===== src/rtl/bg_pixel_drain.sv =====
// Background pixel FIFO drain: drops SCX fine-scroll pixels, writes X_MAX shades per line to the framebuffer.
// Optional macro DMG_PALETTE_EN maps each colour index through BGP; otherwise the raw index is written.
module bg_pixel_drain #(
    parameter int X_MAX           = 160,
    parameter int Y_MAX           = 144,
    parameter int TOTAL_SCANLINES = 154,
    parameter int FB_ADDR_W       = 15
) (
    input  logic                               clk_in,
    input  logic                               rst_in,
    input  logic                               line_start_in,
    input  logic [$clog2(TOTAL_SCANLINES)-1:0] Y_in,
    input  logic [7:0]                         SCX_in,
    input  logic [7:0]                         BGP_in,
    input  logic                               stall_in,
    output logic                               rd_en,
    input  logic [1:0]                         pixel_in,
    input  logic                               pixel_valid_in,
    output logic [$clog2(X_MAX)-1:0]           X_out,
    output logic [FB_ADDR_W-1:0]               fb_addr_out,
    output logic [1:0]                         fb_data_out,
    output logic                               fb_wr_out,
    output logic                               line_done_out,
    output logic                               restart_err_out
);
    localparam int Y_W = $clog2(TOTAL_SCANLINES);
    localparam int X_W = $clog2(X_MAX);
    localparam logic [Y_W-1:0] Y_LIMIT = Y_W'(Y_MAX);
    localparam logic [X_W-1:0] X_LAST  = X_W'(X_MAX - 1);

    localparam logic [1:0] S_IDLE    = 2'd0;
    localparam logic [1:0] S_DISCARD = 2'd1;
    localparam logic [1:0] S_PUSH    = 2'd2;
    localparam logic [1:0] S_DONE    = 2'd3;

    logic [1:0]           state_q, state_d;
    logic [2:0]           discard_q, discard_d;
    logic [FB_ADDR_W-1:0] line_base_q, line_base_d;
    logic [X_W-1:0]       x_q, x_d;
    logic                 rd_en_q, rd_en_d;
    logic                 fb_wr_q, fb_wr_d;
    logic [FB_ADDR_W-1:0] fb_addr_q, fb_addr_d;
    logic [1:0]           fb_data_q, fb_data_d;
    logic                 line_done_q, line_done_d;
    logic                 restart_err_q, restart_err_d;

    logic [1:0]           shade;
    logic [FB_ADDR_W-1:0] line_base_new;
    logic                 start_ok;

    assign line_base_new = FB_ADDR_W'(Y_in) * FB_ADDR_W'(X_MAX);
    assign start_ok      = line_start_in && (Y_in < Y_LIMIT);

`ifdef DMG_PALETTE_EN
    logic unused_scx;
    assign unused_scx = ^SCX_in[7:3];
    assign shade      = BGP_in[{pixel_in, 1'b0} +: 2];
`else
    logic unused_cfg;
    assign unused_cfg = ^{BGP_in, SCX_in[7:3]};
    assign shade      = pixel_in;
`endif

    always_comb begin
        // NOTE: every next-state signal gets a default here so no path leaves it unassigned (no latches).
        state_d       = state_q;
        discard_d     = discard_q;
        line_base_d   = line_base_q;
        x_d           = x_q;
        fb_wr_d       = 1'b0;
        fb_addr_d     = fb_addr_q;
        fb_data_d     = fb_data_q;
        line_done_d   = 1'b0;
        restart_err_d = restart_err_q;

        case (state_q)
            S_IDLE: state_d = S_IDLE;
            S_DISCARD: begin
                if (pixel_valid_in) begin
                    discard_d = discard_q - 3'd1;
                    if (discard_q == 3'd1) state_d = S_PUSH;
                end
            end
            S_PUSH: begin
                if (pixel_valid_in) begin
                    fb_wr_d   = 1'b1;
                    fb_addr_d = line_base_q + FB_ADDR_W'(x_q);
                    fb_data_d = shade;
                    if (x_q == X_LAST) begin
                        line_done_d = 1'b1;
                        state_d     = S_DONE;
                    end else begin
                        x_d = x_q + 1'b1;
                    end
                end
            end
            default: state_d = S_IDLE;
        endcase

        // A restart overrides the line state, but a write captured this cycle still goes out.
        if (line_start_in) begin
            if (state_q != S_IDLE) begin
                restart_err_d = 1'b1;
                state_d       = S_IDLE;
            end
            if (start_ok) begin
                discard_d   = SCX_in[2:0];
                line_base_d = line_base_new;
                x_d         = '0;
                state_d     = (SCX_in[2:0] != 3'd0) ? S_DISCARD : S_PUSH;
            end
        end

        // Requests follow the next state, so rd_en falls on the edge that takes the last pixel.
        rd_en_d = ((state_d == S_DISCARD) || (state_d == S_PUSH)) && !stall_in;
    end

    always_ff @(posedge clk_in) begin
        // NOTE: synchronous reset, checked first so it dominates; all state uses non-blocking assignment.
        if (rst_in) begin
            state_q       <= S_IDLE;
            discard_q     <= '0;
            line_base_q   <= '0;
            x_q           <= '0;
            rd_en_q       <= 1'b0;
            fb_wr_q       <= 1'b0;
            fb_addr_q     <= '0;
            fb_data_q     <= '0;
            line_done_q   <= 1'b0;
            restart_err_q <= 1'b0;
        end else begin
            state_q       <= state_d;
            discard_q     <= discard_d;
            line_base_q   <= line_base_d;
            x_q           <= x_d;
            rd_en_q       <= rd_en_d;
            fb_wr_q       <= fb_wr_d;
            fb_addr_q     <= fb_addr_d;
            fb_data_q     <= fb_data_d;
            line_done_q   <= line_done_d;
            restart_err_q <= restart_err_d;
        end
    end

    assign rd_en           = rd_en_q;
    assign X_out           = x_q;
    assign fb_addr_out     = fb_addr_q;
    assign fb_data_out     = fb_data_q;
    assign fb_wr_out       = fb_wr_q;
    assign line_done_out   = line_done_q;
    assign restart_err_out = restart_err_q;

endmodule


===== config.mk =====
export PLATFORM = sky130hd
export DESIGN_NAME = bg_pixel_drain
export DESIGN_NICKNAME = d
export VERILOG_FILES = /design/src/rtl/bg_pixel_drain.sv
export SDC_FILE = /design/constraint.sdc
export NUM_CORES = 1
export LEC_CHECK = 0
export BUFFER_PORTS_ARGS = -buffer_cell sky130_fd_sc_hd__buf_2
export CAP_MARGIN = 0
export CORE_MARGIN = 2
export CORE_UTILIZATION = 57
export DETAILED_ROUTE_END_ITERATION = 12
export PLACE_DENSITY = 0.83
export SLEW_MARGIN = 20
export SYNTH_ARGS = -nofsm -noshare
export SYNTH_HDL_FRONTEND = slang
export SYNTH_SLANG_ARGS = --single-unit

===== constraint.sdc =====
create_clock -name clk_in -period 4.2 [get_ports clk_in]
set_input_delay 0.42 -clock clk_in [delete_from_list [all_inputs] [get_ports clk_in]]
set_output_delay 0.42 -clock clk_in [all_outputs]
set_load 0.02 [all_outputs]

==> insert_results.sql <==
INSERT INTO impl_metrics (metric_group, metric, value, unit) VALUES
('status', 'outcome', 'finished clean', ''),
('grt', 'globalRouteMet3Util', '5.26', '%'),
('grt', 'global_route.usage.total', '22.3', '%'),
('place', 'gp_routability_congestion', '0.798', ''),
('synthesis', 'yosysUniqueCellTypes', '47', ''),
('drt', 'post_drt_wl_per_cell', '13.4', 'um'),
('synthesis', 'mappedNetlistNets', '325', ''),
('critical_path', 'worstSetupStartpoint', 'state_q[0]', ''),
('timing', 'finalClockSkew', '0.00529', 'ns'),
('critical_path', 'critPathBufInv', '1', ''),
('synthesis', 'yosys_register_bits', '44', ''),
('timing', 'rsz0062_at_grt', 'no', ''),
('die', 'die_width', '68.2', 'um'),
('drt', 'dr.pass1.iters', '5', ''),
('timing', 'final_hold_viol_count', '0', ''),
('clock_network', 'cts_hold_repair.buffers', '0', ''),
('grt', 'grt_max_degree', '36', ''),
('critical_path', 'critical_path.endpoint_type', 'flop', ''),
('synthesis', 'synthesis.instances', '271', ''),
('finish', 'insertedDiodeCount', '0', ''),
('synthesis', 'async_reset_ff_share', '0', '%'),
('critical_path', 'cpMaxStageDelayCell', 'and2_1', ''),
('finish', 'post_route_cells_drive_above_1_share', '17.3', '%'),
('power_and_ir_drop', 'power_per_cell_area', '303', 'nW/um^2'),
('critical_path', 'timing.critical_path.max_delay_family', 'simple AND/OR/NAND/NOR gates', ''),
('place', 'place_ws', '1.65', 'ns'),
('clock_network', 'cts.reportedPaths.clkPinSlew', '0.08', 'ns'),
('timing', 'count_of_pins_over_their_slew_limit', '0', ''),
('timing', 'hold_slack', '0.365', 'ns'),
('grt', 'layer_carrying_the_most_global_route_usage', 'met2', ''),
('timing', 'tns', '0', 'ns'),
('timing', 'min_period_over_period', '55.8', '%'),
('critical_path', 'crit_fanout', '29', ''),
('critical_path', 'crit_type', 'flop to flop', ''),
('finish', 'layout_common_cells', '46 x buf_2, 44 x dfxtp_1, 38 x nand2_1', ''),
('die', 'chipHeight', '68.2', 'um'),
('timing', 'finalSetupViolCount', '0', ''),
('die', 'initial_utilization', '58.8', '%'),
('die', 'die_area', '4660', 'um^2'),
('critical_path', 'cp_slowest_stage_delay', '0.80', 'ns'),
('timing', 'fmax', '426', 'MHz'),
('synthesis', 'post_synthesis_average_cell_area', '8.68', 'um^2'),
('clock_network', 'cts_setup_buffers', '0', ''),
('finish', 'final_nets', '365', ''),
('timing', 'finalCriticalPeriod', '2.34', 'ns'),
('place', 'dp_hpwl', '3570', 'um'),
('drt', 'route.antenna.remaining_nets', '0', ''),
('power_and_ir_drop', 'power.leakage', '1.17', 'nW'),
('synthesis', 'synth.yosys.seq_area_share', '37.4', '%'),
('drt', 'first_iter_violations', '93', ''),
('critical_path', 'worst_ep_required_time', '4.39', 'ns'),
('timing', 'slew-limit-headroom', '36.2', '%'),
('finish', 'area_delta_synth_final', '13.3', '%'),
('drt', 'vias', '2050', ''),
('drt', 'remaining_drc_errors', '0', ''),
('clock_network', 'cts-resized-gates', '0', ''),
('die', 'core-area', '4000', 'um^2'),
('clock_network', 'tritoncts_num_sinks', '44', ''),
('timing', 'tightest_slew', '0.957', 'ns'),
('synthesis', 'yosys_most_used_dff', 'dfxtp_1', ''),
('clock_network', 'tritoncts', 'done', ''),
('grt', 'antenna_found_initial', '0', ''),
('grt', 'overflow_after_grt', '0', ''),
('grt', 'grt_pass1_wl', '7840', 'um'),
('critical_path', 'cp_data_arrival_time', '2.54', 'ns'),
('clock_network', 'cts_buffers', '5', ''),
('place', 'portBuffers', '46', ''),
('drt', 'routed_via_density', '5.66', ''),
('critical_path', 'crit-reg2reg-launch', 'state_q[0]', ''),
('critical_path', 'critical_path.startpoint_type', 'flop', ''),
('grt', 'grt.met1_usage', '26.6', '%');
[cells in the mapped netlist (all sizes together) (4+ instances only)]
master   n  share of area, %
a211oi   8               2.6
a21o     4               1.3
a21oi   27               5.7
a31oi    5               1.3
and3     5               1.3
buf      8               2.2
clkbuf   5              0.80
dfxtp   44                37
ha      21                11
inv     10               1.6
nand2   38               6.1
nand3    7               2.0
nand4    6               1.6
nor2    18               2.9
o21ai   12               2.6
or3      6               1.6
xnor2    5               1.9
xor2     7               2.6
[final timing paths]
check	slack (ns)	cells past startpoint	end
worst min-delay path	0.36	3	fb_data_out[1]
worst max-delay path	1.86	6	rd_en
worst max register to register	1.86	6	rd_en
worst min register to register	0.45	2	restart_err_out
[worst min-delay path: cells and delay by family]
family / cells / cell delay [ns]
buffers and inverters: 1 / 0.09
and+or+nand+nor: 1 / 0.05
AOI/OAI and AO/OA: 1 / 0.05
[metal layers]
layer	up-vias	part of all wire, %
li1	1046	-
met1	943	46
met2	53	47
met3	8	4.7
met4	0	1.7
met5	-	0
[power by group]
part,switching [mW],internal (mW)
Sequential,0.0108,0.429
Combinational,0.0587,0.0416
Clock,0.134,0.134
Total,0.203,0.604
[metrics by stage]
| step | power [mW] | cells | area [um^2] |
|---|---|---|---|
| floorplan | 0.520 | 271 | 2350 |
| global placement | 0.545 | 354 | 2570 |
| detailed placement | 0.549 | 354 | 2570 |
| CTS | 0.811 | 362 | 2670 |
| global route | 0.845 | 362 | 2670 |
| finish | 0.808 | 362 | 2670 |
[sequential cells by signal (all words and copies together) (netlist names)]
| signal | cells |
|---|---|
| X_out | 8 |
| rd_en | 1 |
| state_q | 2 |
| discard_q | 3 |
| fb_data_out | 2 |
| line_base_q | 10 |
| fb_wr_out | 1 |
| restart_err_out | 1 |
| fb_addr_out | 15 |
| line_done_out | 1 |
[logic make-up (layout without fill, tap and decap cells)]
group	Yosys count	after routing	synth area share, %
DFF	44	44	37.4
buffers and inverters	24	65	4.73
adders and majority gates	23	23	12.9
AOI/OAI and AO/OA	70	70	18.8
xor gates and xnor gates	12	12	4.47
muxes	2	2	0.851
and+or+nand+nor	96	96	20.8
[final cells by class]
type | count | area (um^2) | share of cell area, %
clock buffer | 8 | 90.1 | 3.38
inverter | 11 | 41.3 | 1.55
multi-input combinational | 203 | 1360 | 51.0
sequential | 44 | 881 | 33.1
tap | 50 | 62.6 | 2.35
timing repair buffer | 46 | 230 | 8.64
Power figures use the tool's default switching activity.
